## src/rtl/mux_n1_rr_valid_if.sv

```systemverilog
// mux_n1_rr_valid_if: producer-lane and consumer handshake bundle for the N:1 valid mux.
interface mux_n1_rr_valid_if #(
  parameter int WIDTH = 4,
  parameter int CHANNELS = 4
);
  localparam int SEL_W = $clog2(CHANNELS);
  logic                      mode;
  logic [SEL_W-1:0]          select;
  logic [CHANNELS-1:0]       in_valid;
  logic [CHANNELS*WIDTH-1:0] in_data;
  logic [CHANNELS-1:0]       in_ready;
  logic                      out_valid;
  logic [WIDTH-1:0]          out_data;
  logic [SEL_W-1:0]          out_sel;
  logic                      out_ready;
  modport slave (
    input  mode, select, in_valid, in_data, out_ready,
    output in_ready, out_valid, out_data, out_sel
  );
  modport master (
    output mode, select, in_valid, in_data, out_ready,
    input  in_ready, out_valid, out_data, out_sel
  );
endinterface

```

## src/rtl/mux_n1_rr_valid.sv

```systemverilog
// mux_n1_rr_valid: N:1 valid/ready mux with external-select or round-robin grant and a registered output.
module mux_n1_rr_valid #(
  parameter int WIDTH = 4,
  parameter int CHANNELS = 4,
  localparam int SEL_W = $clog2(CHANNELS)
) (
  input logic clk,
  input logic reset,
  mux_n1_rr_valid_if.slave bus
);
  logic [SEL_W-1:0]    ptr_q, ptr_d, out_sel_q, out_sel_d, grant, chosen;
  logic [WIDTH-1:0]    out_data_q, out_data_d, pick;
  logic                out_valid_q, out_valid_d, mode_q, found, sel_ok, load_en, xfer;
  logic [CHANNELS-1:0] ready;
  function automatic logic [SEL_W-1:0] wrap(input int v);
    return SEL_W'(v % CHANNELS);
  endfunction
  // Walk from the farthest candidate back to ptr+1 so the nearest valid lane wins.
  always_comb begin
    grant = '0;
    found = 1'b0;
    for (int i = CHANNELS; i >= 1; i--)
      if (bus.in_valid[wrap(int'(ptr_q) + i)]) begin
        grant = wrap(int'(ptr_q) + i);
        found = 1'b1;
      end
  end
  always_comb begin
    pick = '0;
    for (int k = 0; k < CHANNELS; k++)
      if (SEL_W'(k) == chosen) pick = bus.in_data[k*WIDTH +: WIDTH];
  end
  // Ready is held low while in reset so no lane sees a phantom accept.
  always_comb begin
    sel_ok      = int'(bus.select) < CHANNELS;
    chosen      = bus.mode ? grant : bus.select;
    load_en     = !out_valid_q | bus.out_ready;
    ready       = (reset && load_en && (bus.mode ? found : sel_ok)) ? CHANNELS'(1) << chosen : '0;
    xfer        = |(ready & bus.in_valid);
    out_valid_d = load_en ? xfer : out_valid_q;
    out_data_d  = xfer ? pick : out_data_q;
    out_sel_d   = xfer ? chosen : out_sel_q;
    ptr_d       = (bus.mode != mode_q) ? SEL_W'(CHANNELS - 1) : (bus.mode && xfer) ? grant : ptr_q;
  end
  always_ff @(posedge clk or negedge reset)
    if (!reset) begin
      out_valid_q <= 1'b0;
      out_data_q  <= '0;
      out_sel_q   <= '0;
      ptr_q       <= SEL_W'(CHANNELS - 1);
      mode_q      <= 1'b0;
    end else begin
      out_valid_q <= out_valid_d;
      out_data_q  <= out_data_d;
      out_sel_q   <= out_sel_d;
      ptr_q       <= ptr_d;
      mode_q      <= bus.mode;
    end
  assign bus.in_ready  = ready;
  assign bus.out_valid = out_valid_q;
  assign bus.out_data  = out_data_q;
  assign bus.out_sel   = out_sel_q;
endmodule

```

## src/flat_wrapper.sv

```systemverilog
// flat-port wrapper written by rule: the top's interface ports become plain ports
module mux_n1_rr_valid_flat 
#(
  parameter int WIDTH = 4,
  parameter int CHANNELS = 4,
  localparam int SEL_W = $clog2(CHANNELS)
)
  (clk, reset, bus_mode, bus_select, bus_in_valid, bus_in_data, bus_out_ready, bus_in_ready, bus_out_valid, bus_out_data, bus_out_sel);
  mux_n1_rr_valid_if #(.WIDTH(WIDTH), .CHANNELS(CHANNELS)) bus_i ();
  input logic clk;
  input logic reset;
  input wire logic [$bits(bus_i.mode)-1:0] bus_mode;
  input wire logic [$bits(bus_i.select)-1:0] bus_select;
  input wire logic [$bits(bus_i.in_valid)-1:0] bus_in_valid;
  input wire logic [$bits(bus_i.in_data)-1:0] bus_in_data;
  input wire logic [$bits(bus_i.out_ready)-1:0] bus_out_ready;
  output wire logic [$bits(bus_i.in_ready)-1:0] bus_in_ready;
  output wire logic [$bits(bus_i.out_valid)-1:0] bus_out_valid;
  output wire logic [$bits(bus_i.out_data)-1:0] bus_out_data;
  output wire logic [$bits(bus_i.out_sel)-1:0] bus_out_sel;
  assign bus_i.mode = bus_mode;
  assign bus_i.select = bus_select;
  assign bus_i.in_valid = bus_in_valid;
  assign bus_i.in_data = bus_in_data;
  assign bus_i.out_ready = bus_out_ready;
  assign bus_in_ready = bus_i.in_ready;
  assign bus_out_valid = bus_i.out_valid;
  assign bus_out_data = bus_i.out_data;
  assign bus_out_sel = bus_i.out_sel;
  mux_n1_rr_valid #(.WIDTH(WIDTH), .CHANNELS(CHANNELS)) u_core (.clk(clk), .reset(reset), .bus(bus_i));
endmodule
```

## config.mk

```make
export PLATFORM = sky130hd
export DESIGN_NAME = mux_n1_rr_valid_flat
export DESIGN_NICKNAME = d
export VERILOG_FILES = /design/src/rtl/mux_n1_rr_valid_if.sv /design/src/rtl/mux_n1_rr_valid.sv /design/src/flat_wrapper.sv
export SDC_FILE = /design/constraint.sdc
export NUM_CORES = 1
export LEC_CHECK = 0
export ABC_CLOCK_PERIOD_IN_PS = 2310
export CORE_ASPECT_RATIO = 0.7
export CORE_MARGIN = 4
export CORE_UTILIZATION = 46
export CTS_BUF_LIST = sky130_fd_sc_hd__clkbuf_4 sky130_fd_sc_hd__clkbuf_8
export DETAILED_ROUTE_END_ITERATION = 10
export GPL_TIMING_DRIVEN = 1
export HOLD_SLACK_MARGIN = 0.05
export MAX_ROUTING_LAYER = met4
export PLACE_DENSITY_LB_ADDON = 0.25
export RECOVER_POWER = 100
export SLEW_MARGIN = 20
export SYNTH_ARGS = -nofsm -noshare
export SYNTH_HDL_FRONTEND = slang
export SYNTH_SLANG_ARGS = --single-unit
```

## constraint.sdc

```tcl
create_clock -name clk -period 2.31 [get_ports clk]
set_input_delay 0.462 -clock clk [delete_from_list [all_inputs] [get_ports clk]]
set_output_delay 0.462 -clock clk [all_outputs]
set_load 0.02 [all_outputs]
```

==> impl_results.rst, run 1 <==
.. list-table::
   :header-rows: 1

   * - Metric
     - Value
   * - Clock root buffer
     - clkbuf_4
   * - Ratio of total power to cell area
     - around 520 nW/um^2
   * - Number of optimization iterations in the first detailed-route pass
     - 4
   * - Largest net degree at the start of global routing
     - 17
   * - CP Cell Sequence
     - dlygate4sd2_1 -> or3b_4 -> o2111a_2 -> nor2_1 -> nor3_2 -> buf_4
   * - # diodes
     - 0
   * - Mean number of vias per cell
     - roughly 5.6
   * - Total congestion overflow
     - 0
   * - Classification of the worst setup path
     - primary input to output pin
   * - Comb pwr share
     - between 50% and 60%
   * - Least-Margin Pin Slew
     - 502 ps
   * - Required time worst endpoint
     - between 1500 and 2000 ps
   * - Tightest slew margin relative to the limit
     - roughly two thirds
   * - Lkg Pwr
     - between 0.7 and 0.8 nW
   * - Worst Hold Path Cells
     - 2
   * - CTS max path bufs
     - 2
   * - Number of synthesized flops with an enable pin
     - 0
   * - IO Pins
     - 37
   * - Slowest cell on crit path
     - or3b_4
   * - Synthesized net count
     - ~140
   * - Buf/Inv on CP
     - 2
   * - Failing checks
     - negative setup slack
   * - Initial antenna violation count
     - 0
   * - Leading register cell type out of synthesis
     - dfrtp_1
   * - Psw
     - approximately 330 uW
   * - Critical Path End Type
     - output pin
   * - Number of synthesis warnings
     - 0
   * - Critical register-to-register path startpoint
     - u_core.ptr_q[1]
   * - Biggest fanout along the worst timing path
     - 9
   * - Clock network fraction of design power
     - between 10% and 20%
   * - Detail Route Antenna Nets
     - 0
   * - Synthesized flop and latch total
     - 10
   * - Worst reg-to-reg setup slack
     - -60 ps
   * - Number of design-rule violations left by the first detailed-router iteration
     - 45
   * - Ranking of synthesized cells by instance count
     - 9 x and3_1, 8 x a211oi_1, 8 x dfrtp_1, 7 x nand2_1, 6 x o31ai_1
   * - Area share of the largest cell type after synthesis
     - approximately 19%
   * - Number of library cell types mapped by synthesis
     - between 40 and 50
   * - Leading post-synthesis cells by cell area
     - dfrtp_1 19%, a211oi_1 5.8%, and3_1 5.5%
   * - Delay of the slowest cell on the worst path
     - ~450 ps
   * - Worst R2R Path Depth
     - 8
   * - Area of the placeable core
     - between 2000 and 2500 um^2
   * - Status
     - finished, violations left
   * - Final-report max-slew violation count
     - 0
   * - Die outline width
     - roughly 64 um
   * - Area added between synthesis and finish
     - 67.7%
   * - Post-cts hold buffer count
     - 0
   * - Worst setup margin
     - -131 ps
   * - Vias after detailed routing
     - between 1000 and 1500
   * - Part of the power in registers
     - between 20% and 30%
   * - Final critical-path required period
     - between 2000 and 2500 ps
   * - Detailed-route wire length
     - 3330 um
   * - Cell taking the most area after synthesis
     - dfrtp_1
   * - Global-route wire length before repair
     - between 4000 and 5000 um
   * - Number of buffers created by CTS
     - 3
   * - Remaining routing DRC violations
     - 0
   * - Internal power summed over all cells
     - approximately 570 uW
   * - DIE AREA
     - between 3000 and 4000 um^2
   * - Critical path arrival
     - around 2000 ps
   * - End of the worst hold path
     - u_core.bus.out_data[1]
   * - Hold/Removal Path Class
     - flop to flop
   * - Setup repair after global routing missed its margin
     - true
   * - Part of the Yosys area used for sequential elements
     - 24.6%
   * - Total of buffers placed on input and output ports
     - 36
   * - Pwr Total
     - approximately 900 uW
   * - Max-cap check violation count
     - 0
   * - Synthesized instance count
     - 111
   * - Clock insertion delay at the later pin of the skew report
     - ~260 ps
   * - HPWL reported at the end of detailed placement
     - 2540 um
   * - Endpoint of the lowest-slack register-to-register path
     - u_core.bus.out_sel[1]
   * - Die Height
     - 47.5 um
   * - Switching power as a share of total power
     - 37.0%
   * - Post-route setup TNS
     - -688 ps
   * - Final setup violating endpoints
     - 9
   * - Final worst-path cycle share
     - 106%
   * - Clock slew at reported path FFs
     - around 70 ps
   * - Startpoint Class
     - primary input
   * - Initial core utilization
     - 48.1%
   * - Peak supply drop
     - between 150 and 200 uV
   * - Average wire length per cell after detail routing
     - around 16 um
   * - Fmax achieved
     - 0.410 GHz
   * - First element of the critical path
     - bus_in_valid[3]
   * - Fraction of final layout cells sized beyond drive strength 1
     - between 40% and 50%
   * - Vias in the first global route
     - around 1000
   * - Count of clock tree sinks
     - 10
   * - Post-layout nets
     - between 200 and 250
   * - Clock tree from TritonCTS
     - built
   * - H-tree levels
     - 1
   * - GP Congestion
     - just under 1
   * - Mean post-synth cell area
     - 9.25 um^2
   * - Worst Hold Slack
     - between 500 and 600 ps
   * - Min-Delay Startpoint
     - u_core.bus.out_data[1]
   * - Standard-cell rows
     - 14
   * - Most frequently used cell type in the post-synthesis netlist
     - and3_1
   * - Utilization after layout
     - 80.6%
   * - Hold Vio Cnt, Final
     - 0
   * - Overall global routing resource usage
     - between 20% and 30%
   * - Post-Syn Area
     - between 1000 and 1500 um^2
   * - Dominant delay contributor by cell family on the critical path
     - simple AND/OR/NAND/NOR gates
   * - Share of synthesized registers carrying an async set or reset
     - 100%
   * - Final worst clock skew
     - 4.90 ps
[power by group through the flow]
| stage | clock network (mW) | registers, mW | logic [mW] |
|---|---|---|---|
| 2_1_floorplan | 0 | 0.294 | 0.205 |
| 3_3_place_gp | 0 | 0.251 | 0.459 |
| 3_5_place_dp | 0 | 0.254 | 0.469 |
| 4_1_cts | 0.156 | 0.251 | 0.476 |
| 5_1_grt | 0.170 | 0.255 | 0.532 |
| 6_report | 0.151 | 0.249 | 0.499 |
[worst reg2reg max path, cell delays in order, from the launching register on]
cell and delay (ps):
dfstp_2 630, mux2i_1 100, a22oi_1 300, o311ai_4 150, buf_4 160, buf_4 160
or3_4 390, buf_4 160, a22o_1 220
[routing by layer]
metal	vias up	share of wire, %	GRT usage, %
li1	568	-	-
met4	0	0.24	7.98
met2	35	48	34.4
met1	560	47	28.9
met3	2	5.0	2.58
met5	-	0	-
[worst max path at each step]
stage,endpoint,slack [ps],cells past startpoint
floorplan,bus_in_ready[1],-60,6
global placement,bus_in_ready[3],-680,6
detailed placement,bus_in_ready[1],-730,6
CTS,bus_in_ready[2],-120,6
global route,bus_in_ready[0],-230,6
finish,bus_in_ready[0],-130,6
[per-stage QoR]
stage / std cells / setup slack (ps) / area (um^2)
floorplan: 111 / -64.9 / 1030
global placement: 197 / -680 / 1560
detailed placement: 197 / -733 / 1560
CTS: 205 / -118 / 1640
global route: 207 / -232 / 1720
finish: 207 / -131 / 1720
[final cells by class]
cell class	instances	area [um^2]
multi-input combinational	89	783
clock buffer	4	36.3
sequential	10	253
tap	32	40.0
fill	142	414
inverter	2	7.51
timing repair buffer	70	603
[cell usage in the layout, fill, tap and decap left out, types with 2 or more instances in the layout]
master           netlist  routed
dfrtp_1                8       8
clkbuf_4               0       3
nor4b_2                0       2
mux2i_1                3       2
dfstp_2                2       2
buf_4                  3      35
a21oi_2                1       3
nor3_2                 0       4
nand3_1                4       4
dlygate4sd2_1          0       5
nand2_1                7       6
a211oi_1               8       8
dlygate4sd3_1          0       8
and3b_1                2       2
o31ai_1                6       6
o31ai_2                4       3
nor2b_1                2       2
nand2b_1               3       3
buf_6                  3       2
and3_1                 9       9
a21oi_1                4       2
nor2_1                 5       5
clkdlybuf4s50_1        0      19
inv_1                  2       2
[cell families (layout without fill, tap and decap cells)]
family          count (synthesis)  count (layout)  synth area share [%]
compound gates                 40              40                  36.9
simple gates                   45              45                  26.6
mux                             4               4                  4.02
buf+inv                        12              76                  7.92
flops                          10              10                  24.6
[sequential cells by signal, indices dropped and copies added (netlist names)]
name and count:
u_core.ptr_q 2, u_core.bus.out_data 4, u_core.mode_q 1, u_core.bus.out_valid 1, u_core.bus.out_sel 2
[what timing repair did]
action	CTS	global route
pin swaps	5	4
setup buffers	4	2
gates cloned	0	0
resized for setup	32	14
hold endpoints to repair	0	0
endpoints found under the setup margin	12	12
Note: power is estimated with default switching activity, not from simulation.
==> run 2, diff against run 1 <==
--- a/config.mk
+++ b/config.mk
@@ -7,7 +7,6 @@
 export LEC_CHECK = 0
 export ABC_CLOCK_PERIOD_IN_PS = 2310
 export CORE_ASPECT_RATIO = 0.7
-export CORE_MARGIN = 4
 export CORE_UTILIZATION = 46
 export CTS_BUF_LIST = sky130_fd_sc_hd__clkbuf_4 sky130_fd_sc_hd__clkbuf_8
 export DETAILED_ROUTE_END_ITERATION = 10
==> run 2 against run 1 <==
  * The run still ends with negative setup slack left
  * Via count is 12% higher
  * Hold slack worse by 5.0 ps
  * Cell area is 0.94% higher
  * Non-clock buffer count is 1 higher
  * Power is 5.1% higher
  * Flip-flop and latch count stayed put
  * Register-to-register slack worse by 20 ps
==> impl_results.rst, run 2 (synthesis gave the netlist of run 1 again) <==
.. list-table::
   :header-rows: 1

   * - Metric
     - Value
   * - Required time worst endpoint
     - 1850 ps (about the same)
   * - Most frequent cells in the layout
     - 35 x buf_4, 19 x clkdlybuf4s50_1, 9 x and3_1
   * - Initial antenna violation count
     - 0 (unchanged)
   * - Least-Margin Pin Slew
     - 537 ps (+34.9 ps)
   * - Max-cap check violation count
     - 0 (unchanged)
   * - Count of clock tree sinks
     - 10 (unchanged)
   * - Final critical-path required period
     - 2450 ps (+5.29 ps)
   * - Die outline width
     - 58.5 um (-9.3%)
   * - Clock root buffer
     - clkbuf_4
   * - Standard-cell rows
     - 13 (-1)
   * - Overall global routing resource usage
     - 35.6% (+14 points)
   * - Fraction of final layout cells sized beyond drive strength 1
     - 44.9% (+3.7 points)
   * - Global-route wire length before repair
     - 6150 um (+24%)
   * - Remaining routing DRC violations
     - 0 (unchanged)
   * - Flip-flop count of the largest register, all copies and words added
     - 4 (unchanged)
   * - Classification of the worst setup path
     - flop to output pin
   * - Post-Place Cell Area
     - 1580 um^2 (+1.3%)
   * - Tightest slew margin relative to the limit
     - 64.2% (-2.3 points)
   * - Vias after detailed routing
     - 1309 (+12%)
   * - Largest net degree at the start of global routing
     - 17 (unchanged)
   * - Final worst-path cycle share
     - 106% (+0.23 points)
   * - GP Congestion
     - 0.981 (+1.5%)
   * - Number of design-rule violations left by the first detailed-router iteration
     - 155 (+240%)
   * - Clock slew at reported path FFs
     - 80 ps (about the same)
   * - Final-report max-slew violation count
     - 0 (unchanged)
   * - Area of all placed cells without fillers
     - 1740 um^2 (+0.94%)
   * - Peak supply drop
     - 271 uV (+37%)
   * - Area of the placeable core
     - 1970 um^2 (-7.9%)
   * - Status
     - finished, violations left
   * - Final Non-Filler Cells
     - 206 (-0.48%)
   * - IO Pins
     - 37 (unchanged)
   * - Failing checks
     - negative setup slack
   * - Post-cts hold buffer count
     - 0 (unchanged)
   * - Clock tree from TritonCTS
     - built
   * - Critical Path End Type
     - output pin
   * - Initial core utilization
     - 52.2% (+4.1 points)
   * - Clock insertion delay at the later pin of the skew report
     - 280 ps (+20 ps)
   * - Vias in the first global route
     - 1268 (+22%)
   * - Most common cell after layout, fill and taps aside
     - buf_4
   * - Startpoint Class
     - flop
   * - HPWL reported at the end of detailed placement
     - 2550 um (+0.69%)
   * - Die Height
     - 41.5 um (-13%)
   * - Detail Route Antenna Nets
     - 0 (unchanged)
   * - Pwr Total
     - 945 uW (+5.1%)
   * - Post-layout nets
     - 203 (+0.50%)
   * - Number of optimization iterations in the first detailed-route pass
     - 5 (+1)
   * - Biggest fanout along the worst timing path
     - 6 (-3)
   * - CP Cell Sequence
     - mux2i_2 -> a22oi_2 -> o311ai_2 -> buf_4 -> nor3_1 -> buf_2
   * - CTS max path bufs
     - 2 (unchanged)
   * - H-tree levels
     - 1 (unchanged)
   * - DIE AREA
     - 2430 um^2 (-21%)
   * - Fmax achieved
     - 0.409 GHz (-0.22%)
   * - Delay of the slowest cell on the worst path
     - 630 ps (+180 ps)
   * - Hold/Removal Path Class
     - flop to flop
   * - Mean number of vias per cell
     - 6.35 (+13%)
   * - Detailed-route wire length
     - 4200 um (+26%)
   * - Lkg Pwr
     - 0.766 nW (+0.55%)
   * - Worst setup margin
     - -136 ps (-5.29 ps)
   * - Seq. cell area
     - 253 um^2 (unchanged)
   * - Critical path arrival
     - 1980 ps (about the same)
   * - # diodes
     - 0 (unchanged)
   * - Multi-input combinational cell area
     - 805 um^2 (+2.7%)
   * - Number of buffers created by CTS
     - 3 (unchanged)
   * - Final setup violating endpoints
     - 11 (+2)
   * - Slowest cell on crit path
     - dfstp_2
   * - Total congestion overflow
     - 0 (unchanged)
   * - Average wire length per cell after detail routing
     - 20.4 um (+27%)
   * - Hold Vio Cnt, Final
     - 0 (unchanged)
   * - Setup repair after global routing missed its margin
     - true
   * - Area added between synthesis and finish
     - 69.3%
   * - Ratio of total power to cell area
     - 543 nW/um^2 (+4.1%)
   * - Total of buffers placed on input and output ports
     - 36 (unchanged)
   * - Final worst clock skew
     - 1.13 ps (-3.77 ps)
   * - Post-Place Cells
     - 198 (+0.51%)
   * - Filler cell count
     - 94 (-34%)
[run 2: what timing repair did]
action / 4_1_cts / 5_1_grt
gates resized for setup: 43 / 9
gates cloned: 0 / 0
pin swaps: 7 / 6
buffers inserted: 4 / 0
endpoints found under the setup margin: 12 / 12
[run 2: final timing paths]
| path | startpoint | end | slack [ps] | depth (start not counted) |
|---|---|---|---|---|
| setup / recovery | u_core.ptr_q[1] | bus_in_ready[3] | -140 | 6 |
| hold / removal | u_core.bus.out_data[3] | u_core.bus.out_data[3] | 510 | 2 |
| setup reg to reg | u_core.ptr_q[1] | u_core.bus.out_sel[1] | -80 | 9 |
| hold reg to reg | u_core.bus.out_data[3] | u_core.bus.out_data[3] | 510 | 2 |
| max in group asynchronous | reset | u_core.ptr_q[1] | 1200 | 2 |
| min in group asynchronous | reset | u_core.mode_q | 750 | 2 |
[run 2: final cells by class]
class | instances | share of cell area, %
clock buffer | 4 | 2.09
inverter | 2 | 0.432
multi-input combinational | 89 | 46.3
sequential | 10 | 14.5
tap | 30 | 2.16
timing repair buffer | 71 | 34.5
[run 2: per-layer routing]
metal	vias to the layer above	track usage (%)	wire (um)
met5	-	-	0
met4	0	18.1	184
met3	31	9.66	583
met2	120	52.9	1840
met1	580	44.3	1590
li1	578	-	-
[run 2: through the flow]
step,setup TNS (ps),worst slack (ps),hold WS [ps],util (%)
after floorplan,-130,-64.9,166,-
after global placement,-6010,-674,490,80.5
after detailed placement,-7660,-811,499,80.5
after CTS,-412,-73.4,516,86.6
after global routing,-1520,-179,549,88.4
final,-870,-136,512,88.4
[run 2: critical path, delay by kind of cell, from the launching register on]
family	cells	cell delay [ps]
AOI/OAI and AO/OA	2	370
muxes	1	280
DFF	1	630
buffers and inverters	2	370
and+or+nand+nor	1	60
[run 2: power by group]
part	internal, mW	switching [mW]
clock network	0.0961	0.0788
logic	0.252	0.268
registers	0.219	0.0301
